`config.mk`:
```
export PLATFORM = sky130hd
export DESIGN_NAME = fetch_unit
export DESIGN_NICKNAME = d
export VERILOG_FILES = /design/src/rtl/fetch_unit.sv
export SDC_FILE = /design/constraint.sdc
export NUM_CORES = 1
export LEC_CHECK = 0
export CAP_MARGIN = 5
export CORE_MARGIN = 2
export CORE_UTILIZATION = 45
export CTS_CLUSTER_SIZE = 24
export DETAILED_ROUTE_END_ITERATION = 8
export PLACE_DENSITY = 0.72
export RECOVER_POWER = 25
export SYNTH_ARGS = -nofsm -noshare
export SYNTH_HDL_FRONTEND = slang
export SYNTH_SLANG_ARGS = --single-unit
export TNS_END_PERCENT = 20
```
`constraint.sdc`:
```
create_clock -name clk -period 3.6 [get_ports clk]
set_input_delay 0.9 -clock clk [delete_from_list [all_inputs] [get_ports clk]]
set_output_delay 0.9 -clock clk [all_outputs]
set_load 0.02 [all_outputs]
```
`src/rtl/fetch_unit.sv`:
```
// IF stage: PC register, instruction-memory request/ack master and IF/ID pipeline register.
// One returned word is parked in a buffer while ID is held, so a stall never causes a refetch.
module fetch_unit #(
  parameter logic [31:0] RESET_PC  = 32'h0000_0000,
  parameter logic [31:0] NOP_INSTR = 32'h0000_0013
) (
  input  logic        clk,
  input  logic        rst,
  input  logic        PCWrite,
  input  logic        stall_IF_ID,
  input  logic        flush_IF_ID,
  input  logic        branch_taken,
  input  logic [31:0] branch_target,
  output logic        imem_req,
  output logic [31:0] imem_addr,
  input  logic        imem_ack,
  input  logic [31:0] imem_rdata,
  output logic [31:0] pc_ID,
  output logic [31:0] instr_ID,
  output logic        valid_ID,
  output logic [1:0]  o_dbg_state,
  output logic        o_dbg_buf_valid
);

  typedef enum logic [1:0] {
    S_IDLE    = 2'd0,
    S_FETCH   = 2'd1,
    S_DISCARD = 2'd2,
    S_HOLD    = 2'd3
  } state_t;

  // Handshake: imem_req stays high with imem_addr stable until the cycle imem_ack=1;
  // the word is consumed in that same cycle, and ack in the first request cycle is legal.

  state_t      r_state;
  logic [31:0] r_pc_f;
  logic [31:0] r_pc_id;
  logic [31:0] r_instr_id;
  logic        r_valid_id;
  logic [31:0] r_buf_pc;
  logic [31:0] r_buf_instr;
  logic        r_buf_valid;
  logic [31:0] r_tgt;

  logic        w_hold;
  logic [31:0] w_target;
  logic [31:0] w_pc_next;

  assign w_hold    = stall_IF_ID | ~PCWrite;
  assign w_target  = branch_target & ~32'h0000_0003;
  assign w_pc_next = r_pc_f + 32'd4;

  always_ff @(posedge clk) begin
    if (rst) begin
      r_state     <= S_IDLE;
      r_pc_f      <= RESET_PC;
      r_pc_id     <= 32'd0;
      r_instr_id  <= NOP_INSTR;
      r_valid_id  <= 1'b0;
      r_buf_pc    <= 32'd0;
      r_buf_instr <= NOP_INSTR;
      r_buf_valid <= 1'b0;
      r_tgt       <= RESET_PC;
    end else begin
      case (r_state)
        S_IDLE: begin
          r_state <= S_FETCH;
          if (branch_taken) r_pc_f <= w_target;
          if (branch_taken || flush_IF_ID) begin
            r_valid_id <= 1'b0;
            r_instr_id <= NOP_INSTR;
          end
        end

        S_FETCH: begin
          if (branch_taken) begin
            r_valid_id <= 1'b0;
            r_instr_id <= NOP_INSTR;
            if (imem_ack) begin
              r_pc_f <= w_target;
            end else begin
              // Request in flight: finish it at the old address, then redirect.
              r_tgt   <= w_target;
              r_state <= S_DISCARD;
            end
          end else if (imem_ack && (flush_IF_ID || w_hold)) begin
            r_buf_pc    <= r_pc_f;
            r_buf_instr <= imem_rdata;
            r_buf_valid <= 1'b1;
            r_pc_f      <= w_pc_next;
            r_state     <= S_HOLD;
            if (flush_IF_ID) begin
              r_valid_id <= 1'b0;
              r_instr_id <= NOP_INSTR;
            end
          end else if (imem_ack) begin
            r_pc_id    <= r_pc_f;
            r_instr_id <= imem_rdata;
            r_valid_id <= 1'b1;
            r_pc_f     <= w_pc_next;
          end else if (flush_IF_ID || !w_hold) begin
            r_valid_id <= 1'b0;
            r_instr_id <= NOP_INSTR;
          end
        end

        S_DISCARD: begin
          if (branch_taken) r_tgt <= w_target;
          if (imem_ack) begin
            r_pc_f  <= branch_taken ? w_target : r_tgt;
            r_state <= S_FETCH;
          end
          if (branch_taken || flush_IF_ID || !w_hold) begin
            r_valid_id <= 1'b0;
            r_instr_id <= NOP_INSTR;
          end
        end

        S_HOLD: begin
          if (branch_taken) begin
            r_buf_valid <= 1'b0;
            r_pc_f      <= w_target;
            r_valid_id  <= 1'b0;
            r_instr_id  <= NOP_INSTR;
            r_state     <= S_FETCH;
          end else if (flush_IF_ID) begin
            r_valid_id <= 1'b0;
            r_instr_id <= NOP_INSTR;
          end else if (!w_hold) begin
            r_pc_id     <= r_buf_pc;
            r_instr_id  <= r_buf_instr;
            r_valid_id  <= 1'b1;
            r_buf_valid <= 1'b0;
            r_state     <= S_FETCH;
          end
        end

        default: r_state <= S_IDLE;
      endcase
    end
  end

  assign imem_req        = (r_state == S_FETCH) || (r_state == S_DISCARD);
  assign imem_addr       = r_pc_f;
  assign pc_ID           = r_pc_id;
  assign instr_ID        = r_instr_id;
  assign valid_ID        = r_valid_id;
  assign o_dbg_state     = r_state;
  assign o_dbg_buf_valid = r_buf_valid;

endmodule
```
# Word level (Yosys, flattened, before mapping)
# Index checks and enable logic that the tools add are counted.
# totals
regBits	196
inputBits	71
output_inout_bits	101
wordCells	110
# op_classes
add_sub_neg	1
eq_ne	25
muxes	54
n_bitwise	3
n_reduce_logical	18
# ops
operator	count
2-to-1 mux 32 bit	25
one-hot mux 32 bit (2 select lines)	2
one-hot mux 32 bit (4 select lines)	1
one-hot mux 32 bit (3 select lines)	1
adder 32 x 3 -> 32 bit, second input constant	1
inequality test 2 bit, second input constant	12
inequality test 3 bit, second input constant	6
2-to-1 mux 1 bit	15
AND reduction 5 bit	3
2-to-1 mux 2 bit	7
inequality test 4 bit, second input constant	2
one-hot mux 2 bit (4 select lines)	1
AND reduction 7 bit	1
AND reduction 3 bit	2
logical OR 1 bit	5
inequality test 5 bit, second input constant	1
equality test 2 bit, second input constant	2
one-hot mux 1 bit (4 select lines)	1
AND reduction 4 bit	1
nonzero test 2 bit	2
equality test 2 x 1 -> 1 bit, second input constant	1
logical NOT 2 bit	1
inequality test 2 x 1 -> 1 bit, second input constant	1
NOT 1 bit	2
other kinds (5)	5

# Longest topological paths before layout
# depth
word_depth	9
depth_mapped	9
ltp_nobuf	7

# Worst setup path after synthesis
# Ideal clock, no wire load.
# synth_path
kind	register to register
from	register r_state[1] (netlist: o_dbg_state[1])
to	register r_pc_f[26] (netlist: imem_addr[26])
setup_time_ns	0.137
arrival_ns	2.280
t_required_ns	3.463
setup_slack_ns	1.183
stages_incl_launch_ff	9
path_buffers	2
period_less_slack_ns	2.417
path_cell_list	dfxtp_1 > inv_1 > ha_1 > clkbuf_1 > o22a_1 > clkbuf_1 > nand4_1 > o211ai_1 > o311ai_1
# synth_via
elab_chain_cells	4
word_cells_on_any_way	11
classes_between	eq/ne: 7; mux: 1; reduce/logical: 3
# synth_rtl
item	line_no	source
start: declaration	35	state_t r_state;
start signal: assignment	55	r_state <= S_IDLE;
start signal: assignment	67	r_state <= S_FETCH;
start signal: assignment	84	r_state <= S_DISCARD;
equality test 2 bit or logical NOT 2 bit (tied branches)	65	case (r_state)
OR reduction 2 bit (no source line)	n/a	
inequality test 2 x 1 -> 1 bit (no source line)	n/a	
AND reduction 4 bit (no source line)	n/a	
end signal: assignment	68	if (branch_taken) r_pc_f <= w_target;
end signal: assignment	80	r_pc_f <= w_target;
end signal: assignment	90	r_pc_f <= w_pc_next;
end: declaration	36	logic [31:0] r_pc_f;
# Several ways; a longest one is shown, not always the timed one.
# A chain may end at the register's enable or synchronous reset.

# Worst setup path in the final report
# layout_path
from	input port branch_taken
to	register r_pc_f[5] (netlist: imem_addr[5])
# layout_via
elab_chain_cells	3
word_cells_on_any_way	7
classes_between	eq/ne: 2; mux: 4; reduce/logical: 1
# layout_rtl
item	line_no	source
start: declaration	12	input logic branch_taken,
2-to-1 mux 32 bit	n/a	
2-to-1 mux 32 bit	109	if (imem_ack) begin
one-hot mux 32 bit (3 select lines)	65	
end signal: assignment	68	
end signal: assignment	110	r_pc_f <= branch_taken ? w_target : r_tgt;
end signal: assignment	122	r_pc_f <= w_target;
# Several ways; a longest one is shown, not always the timed one. The select of a mux whose other input is x is not followed.

==> run metrics <==
Core Area a little under 20000 um^2; vias in the first global route around 7.6k; Post-synth top flop dfxtp_1; root buffer cell clkbuf_16; Final WS setup around 0.45 ns; max_cap viols 0; postcts setup bufs 0; Syn. warnings 0; Async S/R FF share, synth 0; main area contributors after synthesis dfxtp_1 44%, mux2i_1 8.0%, nand2_1 7.6%; Antenna diodes 0; final core utilization 0.590; dpl cells approximately 1.5k; Fillers 1765; CTS buffer count 17; fraction of layout cells with a size suffix above 1 0.0666; Final Power 5.27 mW; power per standard cell area around 460 nW/um^2; Synth Instances around 1.1k; data required time of the worst path 3.93 ns; crit-path max FO 20; post-synth cell types 61; clk slew on worst S/H paths 0.07 ns; DIE AREA 20900 um^2; CP Launch Type input pin; Synth top area share 0.442; fmax 0.318 GHz; clock buffer depth 2; die height 144 um; Slew headroom 0.372; via count 8309; Mean Syn Cell Area approximately 8.3 um^2; worst min-delay path category register to register; grt total ovfl 0; Peak VDD IR 390 uV; initial core utilization 0.458; fin cells 1482; RSZ-0062 raised after global routing false; H-tree levels 4; Final Hold Vio Count 0; area leader, netlist dfxtp_1; post-synthesis cell area 8880 um^2; status finished, final reports clean; Worst Tran Pin Value 0.942 ns; Port-buffer cells 169; WP data arrival about 3.5 ns; first-pass GRT wire length 40000 um; Seq/Total Area, Yosys 0.442; Leakage about 4.2 nW; DRC violations left 0; clk sinks slightly below 200; Hold Buf Count CTS 0; placed cell area ~11000 um^2; r2r setup slk 0.95 ns; largest net degree at the start of global routing 95; CP endpoint kind register; CTS tree built; CTS resizes 0; Synth Register Bits 196; Routed wire per std cell 17.0 um; initial antenna violation count 0; Crit Path Category input pin to register; detailed placement HPWL ~17000 um; number of DRC markers in iteration 0 647; pre-CTS setup slack just over 0.6 ns; RePlAce Congestion 0.842; EDFF count, synth 0; worst-skew pair later-pin latency 0.43 ns; Max Slew Vio Count 0; final setup vio count 0; GR Util All Layers 0.241; # IOs 172; worst clock skew 0.00705 ns; die span in x 144 um; final-stage net count between 1k and 1.5k; Post-Route WL about 25000 um; Final Cell Area 11400 um^2; Area Growth Syn to Fin 28.9%; hold slack about 0.45 ns; total negative slack 0 ns; Placement Rows 51; post-route ant nets 0; Mapped Nets 1152; Pre-antenna DRT Iters 5; Tmin final 3.15 ns; period utilisation layout 0.875; vias per std cell ~5.6
final timing paths:
path / start / end / cells after the start
worst max-delay path: branch_taken / imem_addr[5]$_SDFFE_PP0P_ / 8
worst min-delay path: instr_ID[1]$_SDFFE_PP1P_ / instr_ID[1]$_SDFFE_PP1P_ / 2
worst min register to register: instr_ID[1]$_SDFFE_PP1P_ / instr_ID[1]$_SDFFE_PP1P_ / 2
worst max register to register: o_dbg_state[1]$_SDFFE_PP0P_ / imem_addr[30]$_SDFFE_PP0P_ / 8
layer usage:
metal	global-route usage	share of wire	vias to the layer above
met5	0	0	-
met4	0.0910	0.025	0
met3	0.0308	0.052	42
met2	0.354	0.44	264
met1	0.360	0.48	3884
li1	-	-	4119
critical path, cell delays in order:
cell and delay [ns]:
dlygate4sd3_1 0.63, clkbuf_1 0.68, nor2b_2 0.18, buf_4 0.23, a21oi_1 0.15, a2bb2oi_1 0.37
a21oi_1 0.12, o21a_1 0.21
layout make-up:
class                      instances  area, um^2  area share
sequential                       196        3920       0.343
clock buffer                      19         453      0.0396
tap                              265         332      0.0290
multi-input combinational        771        4560       0.399
clock inverter                    13         159      0.0139
timing repair buffer             198        1940       0.170
inverter                          20        75.1     0.00656
report_power, final:
group / switching (mW) / internal, mW
Combinational: 0.507 / 0.375
Clock: 0.901 / 1.09
Sequential: 0.142 / 2.25
cells by family after synthesis:
kind of cell	after synthesis	share of synthesized area
adder cells (fa/ha/maj)	5	0.00705
buffers and inverters	109	0.0476
XOR/XNOR	2	0.00197
AND/OR/NAND/NOR	370	0.185
AO/OA/AOI/OAI	323	0.237
multiplexers	71	0.0801
flip-flops	196	0.442
state kept, by name (all words and copies together), names as in the netlist, 2 cells and up:
name / count
imem_addr: 32
instr_ID: 32
o_dbg_state: 2
pc_ID: 32
r_buf_instr: 32
r_buf_pc: 32
r_tgt: 32
cell usage in the layout, fill, tap and decap left out, drive strengths merged, types with 4 or more instances in the layout:
cell,count
a211oi,32
o21ai,50
clkdlybuf4s50,100
o22ai,4
inv,27
a21oi,110
nor2b,20
nand3,23
nand2,180
a32oi,5
buf,29
a22oi,39
nor3,15
o2bb2ai,29
o211ai,10
a41oi,4
nand4,11
dlygate4sd3,68
ha,5
dfxtp,196
mux2i,71
clkbuf,20
nor2,97
and3,7
nor4,5
a31oi,8
synthesized netlist by cell type (3+ instances only):
cell,number
o2bb2ai_1,29
o211ai_1,10
and3_1,7
o22ai_1,4
dfxtp_1,196
a41oi_1,4
buf_1,5
a32oi_1,5
a22o_1,3
inv_1,18
o21a_1,3
a22oi_1,39
o221a_2,3
nand3_1,23
nand2_1,180
a31oi_1,8
a211oi_1,32
clkbuf_1,73
ha_1,5
mux2i_1,71
buf_2,11
o32ai_1,3
nor3_1,14
o21ai_0,45
nor2_1,97
nor4_1,4
a21oi_1,110
nor2b_1,20
o21ai_1,5
nand4_1,9
No activity file was read; power rests on OpenSTA's default activity.
